==> src/rtl/mult_hilo_unit_pkg.sv <==
// ---------------------------------------------------------------------------
// mult_hilo_unit_pkg
//   Shared definitions for the HI/LO multiplier and the control unit that
//   drives it: default operand width, multiplier FSM state encoding and the
//   R-type funct codes that select MULT/MULTU/MFHI/MFLO.
// ---------------------------------------------------------------------------
package mult_hilo_unit_pkg;

    localparam int WIDTH_DEF = 32;

    typedef enum logic [1:0] {
        IDLE = 2'd0,
        CALC = 2'd1,
        SIGN = 2'd2
    } mult_state_t;

    localparam logic [5:0] FUNCT_MULT  = 6'b011000;
    localparam logic [5:0] FUNCT_MULTU = 6'b011001;
    localparam logic [5:0] FUNCT_MFHI  = 6'b010000;
    localparam logic [5:0] FUNCT_MFLO  = 6'b010010;

endpackage

==> src/rtl/mult_hilo_unit.sv <==
// ---------------------------------------------------------------------------
// mult_hilo_unit
//   Multi-cycle radix-2 add-shift multiplier owning the architectural HI/LO
//   registers. Signed operands are multiplied as magnitudes and the product
//   is negated in a final SIGN cycle when the operand signs differ.
//
// Ports:
//   clk         system clock, rising edge
//   rst_n       asynchronous active-low reset
//   start_mult  begin a multiply (accepted only when idle)
//   mult_sign   1 = signed (MULT), 0 = unsigned (MULTU); sampled with start
//   operand_a   rs value; sampled with start
//   operand_b   rt value; sampled with start
//   read_hilo   MFHI/MFLO is in EX this cycle
//   hi, lo      HI / LO registers
//   busy        multiply in flight
//   done        one-cycle pulse after HI/LO update
//   stall       busy & (read_hilo | start_mult), combinational
// ---------------------------------------------------------------------------
module mult_hilo_unit
    import mult_hilo_unit_pkg::*;
#(
    parameter int WIDTH = WIDTH_DEF,
    parameter int CNT_W = $clog2(WIDTH) + 1
) (
    input  logic             clk,
    input  logic             rst_n,
    input  logic             start_mult,
    input  logic             mult_sign,
    input  logic [WIDTH-1:0] operand_a,
    input  logic [WIDTH-1:0] operand_b,
    input  logic             read_hilo,
    output logic [WIDTH-1:0] hi,
    output logic [WIDTH-1:0] lo,
    output logic             busy,
    output logic             done,
    output logic             stall
);

    // Magnitude of a possibly-signed operand. The most negative value maps to
    // 2^(WIDTH-1), which still fits as an unsigned WIDTH-bit magnitude.
    function automatic logic [WIDTH-1:0] magnitude(input logic signed [WIDTH-1:0] x,
                                                   input logic                   is_signed);
        magnitude = (is_signed && x[WIDTH-1]) ? WIDTH'(-x) : WIDTH'(x);
    endfunction

    function automatic logic [2*WIDTH-1:0] negate(input logic [2*WIDTH-1:0] x);
        negate = ~x + (2*WIDTH)'(1);
    endfunction

    mult_state_t        state, state_nxt;
    logic [WIDTH-1:0]   mcand;      // multiplicand magnitude
    logic [WIDTH-1:0]   mplr;       // multiplier magnitude, consumed LSB first
    logic [2*WIDTH-1:0] acc;        // product accumulator
    logic [CNT_W-1:0]   cnt;
    logic               neg;
    logic [WIDTH:0]     sum;        // carry kept in the extra bit

    localparam logic [CNT_W-1:0] CNT_LAST = CNT_W'(WIDTH - 1);

    assign busy  = (state != IDLE);
    assign stall = busy & (read_hilo | start_mult);
    assign sum   = {1'b0, acc[2*WIDTH-1:WIDTH]} + ({1'b0, mcand} & {(WIDTH+1){mplr[0]}});

    always_ff @(posedge clk or negedge rst_n) begin
        if (!rst_n) begin
            state <= IDLE;
        end else begin
            state <= state_nxt;
        end
    end

    always_comb begin
        state_nxt = state;
        unique case (state)
            IDLE:    if (start_mult) state_nxt = CALC;
            CALC:    if (cnt == CNT_LAST) state_nxt = SIGN;
            SIGN:    state_nxt = IDLE;
            default: state_nxt = IDLE;
        endcase
    end

    always_ff @(posedge clk or negedge rst_n) begin
        if (!rst_n) begin
            mcand <= '0;
            mplr  <= '0;
            acc   <= '0;
            cnt   <= '0;
            neg   <= 1'b0;
            hi    <= '0;
            lo    <= '0;
            done  <= 1'b0;
        end else begin
            done <= 1'b0;
            unique case (state)
                // Capture: operand magnitudes and result sign
                IDLE: begin
                    if (start_mult) begin
                        mcand <= magnitude(operand_a, mult_sign);
                        mplr  <= magnitude(operand_b, mult_sign);
                        neg   <= mult_sign & (operand_a[WIDTH-1] ^ operand_b[WIDTH-1]);
                        acc   <= '0;
                        cnt   <= '0;
                    end
                end
                // Add-shift: one multiplier bit per cycle
                CALC: begin
                    acc  <= {sum, acc[WIDTH-1:1]};
                    mplr <= mplr >> 1;
                    cnt  <= cnt + CNT_W'(1);
                end
                // Sign fix-up and HI/LO commit
                SIGN: begin
                    {hi, lo} <= neg ? negate(acc) : acc;
                    done     <= 1'b1;
                end
                default: ;
            endcase
        end
    end

endmodule

==> config.mk <==
export PLATFORM = sky130hd
export DESIGN_NAME = mult_hilo_unit
export DESIGN_NICKNAME = d
export VERILOG_FILES = /design/src/rtl/mult_hilo_unit_pkg.sv /design/src/rtl/mult_hilo_unit.sv
export SDC_FILE = /design/constraint.sdc
export NUM_CORES = 1
export LEC_CHECK = 0
export CAP_MARGIN = 20
export CORE_MARGIN = 2
export CORE_UTILIZATION = 50
export CTS_CLUSTER_SIZE = 25
export DETAILED_ROUTE_END_ITERATION = 16
export PLACE_DENSITY = 0.78
export SYNTH_ARGS = -nofsm -noshare
export SYNTH_HDL_FRONTEND = slang
export SYNTH_SLANG_ARGS = --single-unit
==> constraint.sdc <==
create_clock -name clk -period 6.7 [get_ports clk]
set_clock_uncertainty 0.2 [all_clocks]
set_input_delay 1.34 -clock clk [delete_from_list [all_inputs] [get_ports clk]]
set_output_delay 1.34 -clock clk [all_outputs]
set_load 0.1 [all_outputs]
Word level (Yosys, flattened, before mapping)
Index checks and enable logic that the tools add are counted.
{"block": "word_totals", "inputBits": 69, "out_inout_bits": 67, "wordCells": 46, "reg_bits": 202}
{"block": "classes", "eq_ne": 5, "n_addsub": 5, "n_reduce_logical": 8, "mux": 13, "bitwise_logic": 6}
{"op": "$mux 64", "n": 2}
{"op": "$pmux 64 s2", "n": 1}
{"op": "$mux 32", "n": 3}
{"op": "$add 64x1->64 const B", "n": 1}
{"op": "$neg 32->32", "n": 2}
{"op": "$not 64->64", "n": 1}
{"op": "$pmux 32 s2", "n": 1}
{"op": "$add 32x33->33", "n": 1}
{"op": "$and 32x33->33", "n": 1}
{"op": "$pmux 6 s2", "n": 1}
{"op": "$add 6x1->6 const B", "n": 1}
{"op": "$eq 6x5->1 const B", "n": 1}
{"op": "$mux 6", "n": 1}
{"op": "$reduce_and 2->1", "n": 3}
{"op": "$mux 2", "n": 2}
{"op": "$ne 2x2->1 const B", "n": 2}
{"op": "$pmux 2 s2", "n": 1}
{"op": "$reduce_bool 2->1", "n": 2}
{"op": "$and 1x1->1", "n": 2}
{"op": "$eq 2x1->1 const B", "n": 1}
{"op": "$eq 2x2->1 const B", "n": 1}
{"op": "$logic_and 1x1->1", "n": 2}
{"op": "$logic_not 2->1", "n": 1}
{"op": "$mux 1", "n": 1}
{"op": "other kinds (2)", "n": 2}

Longest topological paths before layout
{"block": "depth", "word_depth": 4, "mapped_depth": 13, "depth_no_buf": 11}

Least setup slack after synthesis
No wires, ideal clock.
{"block": "synth_timing", "kind": "input to output", "from": "input read_hilo", "to": "output stall", "path_buffers": 0, "slack_ns": 2.533, "t_arrival_ns": 2.627, "path_stages": 2, "t_required_ns": 5.160, "path_cell_list": "nor2_1 > nor2_1"}
{"block": "synth_via", "elab_chain_len": 2}
{"item": "start, declared", "line_no": "mult_hilo_unit.sv:32", "text": "input logic read_hilo,"}
{"item": "$or 1x1->1", "line_no": "mult_hilo_unit.sv:62", "text": "assign stall = busy & (read_hilo | start_mult);"}
{"item": "$and 1x1->1", "line_no": "mult_hilo_unit.sv:62"}
{"item": "end, declared", "line_no": "mult_hilo_unit.sv:37", "text": "output logic stall"}
Every way passes these cells.

Worst setup path after layout
{"block": "layout_timing", "from": "input start_mult", "to": "output stall"}
{"block": "layout_via", "elab_chain_len": 2}
{"item": "start, declared", "line_no": "mult_hilo_unit.sv:28", "text": "input logic start_mult,"}
{"item": "$or 1x1->1", "line_no": "mult_hilo_unit.sv:62"}
{"item": "$and 1x1->1", "line_no": "mult_hilo_unit.sv:62"}
Every way passes these cells.

==> key figures <==
Floorplanning
  • Die extent in y: approximately 160 um
  • Die Area: roughly 0.026 mm^2
  • Number of placement rows: 57
  • Starting density of the core: approximately half
  • Ports placed on the boundary: between 100 and 150
  • Floorplan Core Area: around 0.024 mm^2
  • Chip Width: roughly 160 um

Clock network
  • Post-CTS resize count: 0
  • Worst skew pair latency: roughly 0.51 ns
  • Number of buffers on the longest clock path: 3
  • CTS H-tree depth: 1
  • Number of buffers added for setup after CTS: 0
  • Cell chosen for the clock root: clkbuf_16
  • Hold-fix buffer count after cts: 0
  • Clock tree sinks: roughly 200
  • Clock tree from TritonCTS: built
  • Clock buffer count from CTS: 22
  • Clk pin slew, worst setup/hold paths: about 0.06 ns

Placement
  • Post-DP HPWL: 22000 um
  • GPL Wtd Cong: 1.00
  • Buffers added on ports: between 100 and 150

Global routing
  • Busiest metal layer after global routing: met2
  • Overflow left after global routing: 0
  • Number of antenna violations at the first check in global routing: 0
  • First-pass GRT wire length: between 50000 and 60000 um
  • Global routing usage on met3: between 2 and 3%
  • Via count of the first global-routing pass: between 10000 and 15000
  • Global-route usage over all layers: 23.4%
  • M2 GR Usage: 37.5%
  • Met1 routing resource usage after global routing: 33.1%
  • Maximum number of pins on one net before global-route repair: roughly 120

Logic synthesis
  • Most instantiated library cell after synthesis: nand2_1
  • EDFF count, synth: 0
  • Cell type contributing the most total cell area after synthesis: dfrtp_1
  • Top post-synthesis cells by area: dfrtp_1, o21ai_0, nand2_1, xor2_1, xnor2_1
  • Commonest cells post-synth: nand2_1, o21ai_0, dfrtp_1
  • Net count after synthesis: 1551
  • Post-Syn Instances: between 1000 and 1500
  • Register bit total from synthesis: between 200 and 250
  • Area fraction of the dominant cell type after synthesis: about two fifths
  • Async S/R FF share, synth: 100%
  • Most used DFF post-synth: dfrtp_1
  • Post-synth cell types: just under 70
  • Sequential area share after synthesis: 40.8%
  • Mapped Avg Cell Area: 8.58 um^2
  • Yosys warns: 0
  • Post-synthesis instance area: between 0.01 and 0.015 mm^2

Layout
  • Fraction of final layout cells sized beyond drive strength 1: about 4.6%
  • Post-layout nets: 1626
  • Antenna cell count: 0
  • Filler cells: approximately 2100
  • Area Growth Syn to Fin: 18.6%

Outcome
  • Run status: completed

Drt
  • First drt pass iteration count: 5
  • Routed wire length per instance: 16.4 um
  • Remaining routing DRC violations: 0
  • 1st-iter DRT viols: 785
  • DRT antenna net count: 0
  • Via-per-instance ratio: slightly below 6
  • Total vias in the final route: 10900
  • Total wire length after detailed routing: approximately 31000 um

Setup path
  • CP Launch Type: primary input
  • Signal arrival time at the worst endpoint: around 3.2 ns
  • Type of element capturing the critical path: primary output
  • Critical path type: primary input to primary output
  • Data required time of the critical path: 5.16 ns
  • Max FO, Critical Path: 3

Timing
  • Total Neg Setup Slack: 0 ns
  • Max Fclk: 212 MHz
  • Final count of hold timing violations: 0
  • Setup repair after global routing missed its margin: no
  • Final critical-path share of the clock period: 70.4%
  • Worst-case headroom to the max-slew limit: a little over 30%
  • Shortest clock period the worst path allows after layout: 4.71 ns
  • Final number of max-transition violations: 0
  • Transition at the pin with the smallest max-transition slack: about 1.0 ns
  • Final number of setup-violating endpoints: 0
  • Post-route worst hold slack: approximately 0.27 ns

Power and ir drop
  • Leakage power of the design: about 6 nW
  • Cell area power density: around 380 mW/mm^2
  • Worst ir drop on vdd: around 0.22 mV

Run
  • Number of maximum-capacitance constraint violations: 0

Hold path
  • Kind of path behind the tightest hold check: flop to flop
stage by stage:
stage | std cells | setup slack, ns | cell area, um^2 | power [mW] | util, %
after floorplan | 1445 | 2.53 | 12400 | 3.59 | -
after global placement | 1819 | 2.02 | 13900 | 4.13 | 57.1
after detailed placement | 1819 | 1.97 | 13900 | 4.21 | 57.1
after CTS | 1859 | 1.97 | 14700 | 5.53 | 60.4
after global routing | 1860 | 1.91 | 14700 | 5.94 | 60.5
final | 1860 | 1.99 | 14700 | 5.55 | 60.5
final cells by class:
type / instances / area [um^2] / area share (%)
clock buffers: 32 / 639 / 4.35
flip-flops and latches: 202 / 5060 / 34.4
inverters: 23 / 86.3 / 0.587
repair buffers: 144 / 1440 / 9.81
clock inverters: 8 / 146 / 0.995
well taps: 324 / 405 / 2.76
multi-input cells: 1127 / 6930 / 47.1
cell families (layout without fill, tap and decap cells):
group                      count (synthesis)  in the layout  share of synthesized area [%]
and+or+nand+nor                          501            501                           19.7
adders and majority gates                 37             37                           3.79
muxes                                      3              3                          0.242
buffers and inverters                    116            207                           3.59
AOI/OAI and AO/OA                        443            443                           21.8
DFF                                      202            202                           40.8
xor gates and xnor gates                 143            143                           10.1
path summary, 6_finish.rpt:
check / endpoint / cells past startpoint / slack (ns) / from
worst min register to register: mcand[16]$_DFFE_PN0P_ / 2 / 0.27 / mcand[16]$_DFFE_PN0P_
max in group asynchronous: acc[21]$_DFFE_PN0P_ / 2 / 4.38 / rst_n
worst min-delay path: mcand[16]$_DFFE_PN0P_ / 2 / 0.27 / mcand[16]$_DFFE_PN0P_
min in group asynchronous: lo[7]$_DFFE_PN0P_ / 1 / 0.68 / rst_n
worst max-delay path: stall / 4 / 1.99 / start_mult
worst max register to register: acc[58]$_DFFE_PN0P_ / 10 / 2.90 / mplr[0]$_DFFE_PN0P_
per-layer routing:
layer / up-vias / part of all wire (%)
met5: - / 0
met4: 0 / 2.3
met3: 64 / 6.7
met2: 383 / 46
met1: 5133 / 45
li1: 5316 / -
flip-flops by register name (all words and copies together) (netlist names):
register	cells
acc	64
hi	32
lo	32
mcand	32
mplr	32
cnt	6
state	2
done	1
neg	1
placed cells by master (no fill, tap or decap), drive strengths merged, types with 14 or more instances in the layout:
master,count
or4,19
o21ai,231
nor3,27
xor2,90
nor4,14
a21oi,52
nand2,238
a22oi,30
clkbuf,33
and2,37
o41ai,17
inv,23
a21o,17
or3,24
clkdlybuf4s50,134
o31ai,37
xnor2,53
ha,36
nand3,38
nor2,46
dfrtp,202
worst max-delay path, cell delays in order:
cell and delay [ns]:
clkdlybuf4s50_1 0.53, nor2_1 0.06, nor2_1 0.09, clkdlybuf4s50_1 1.15
power by group:
part | total, mW | internal [mW] | switching [mW]
Clock | 1.31 | 0.817 | 0.493
Sequential | 2.01 | 1.56 | 0.453
Combinational | 2.23 | 0.941 | 1.29
Power figures use the tool's default switching activity.
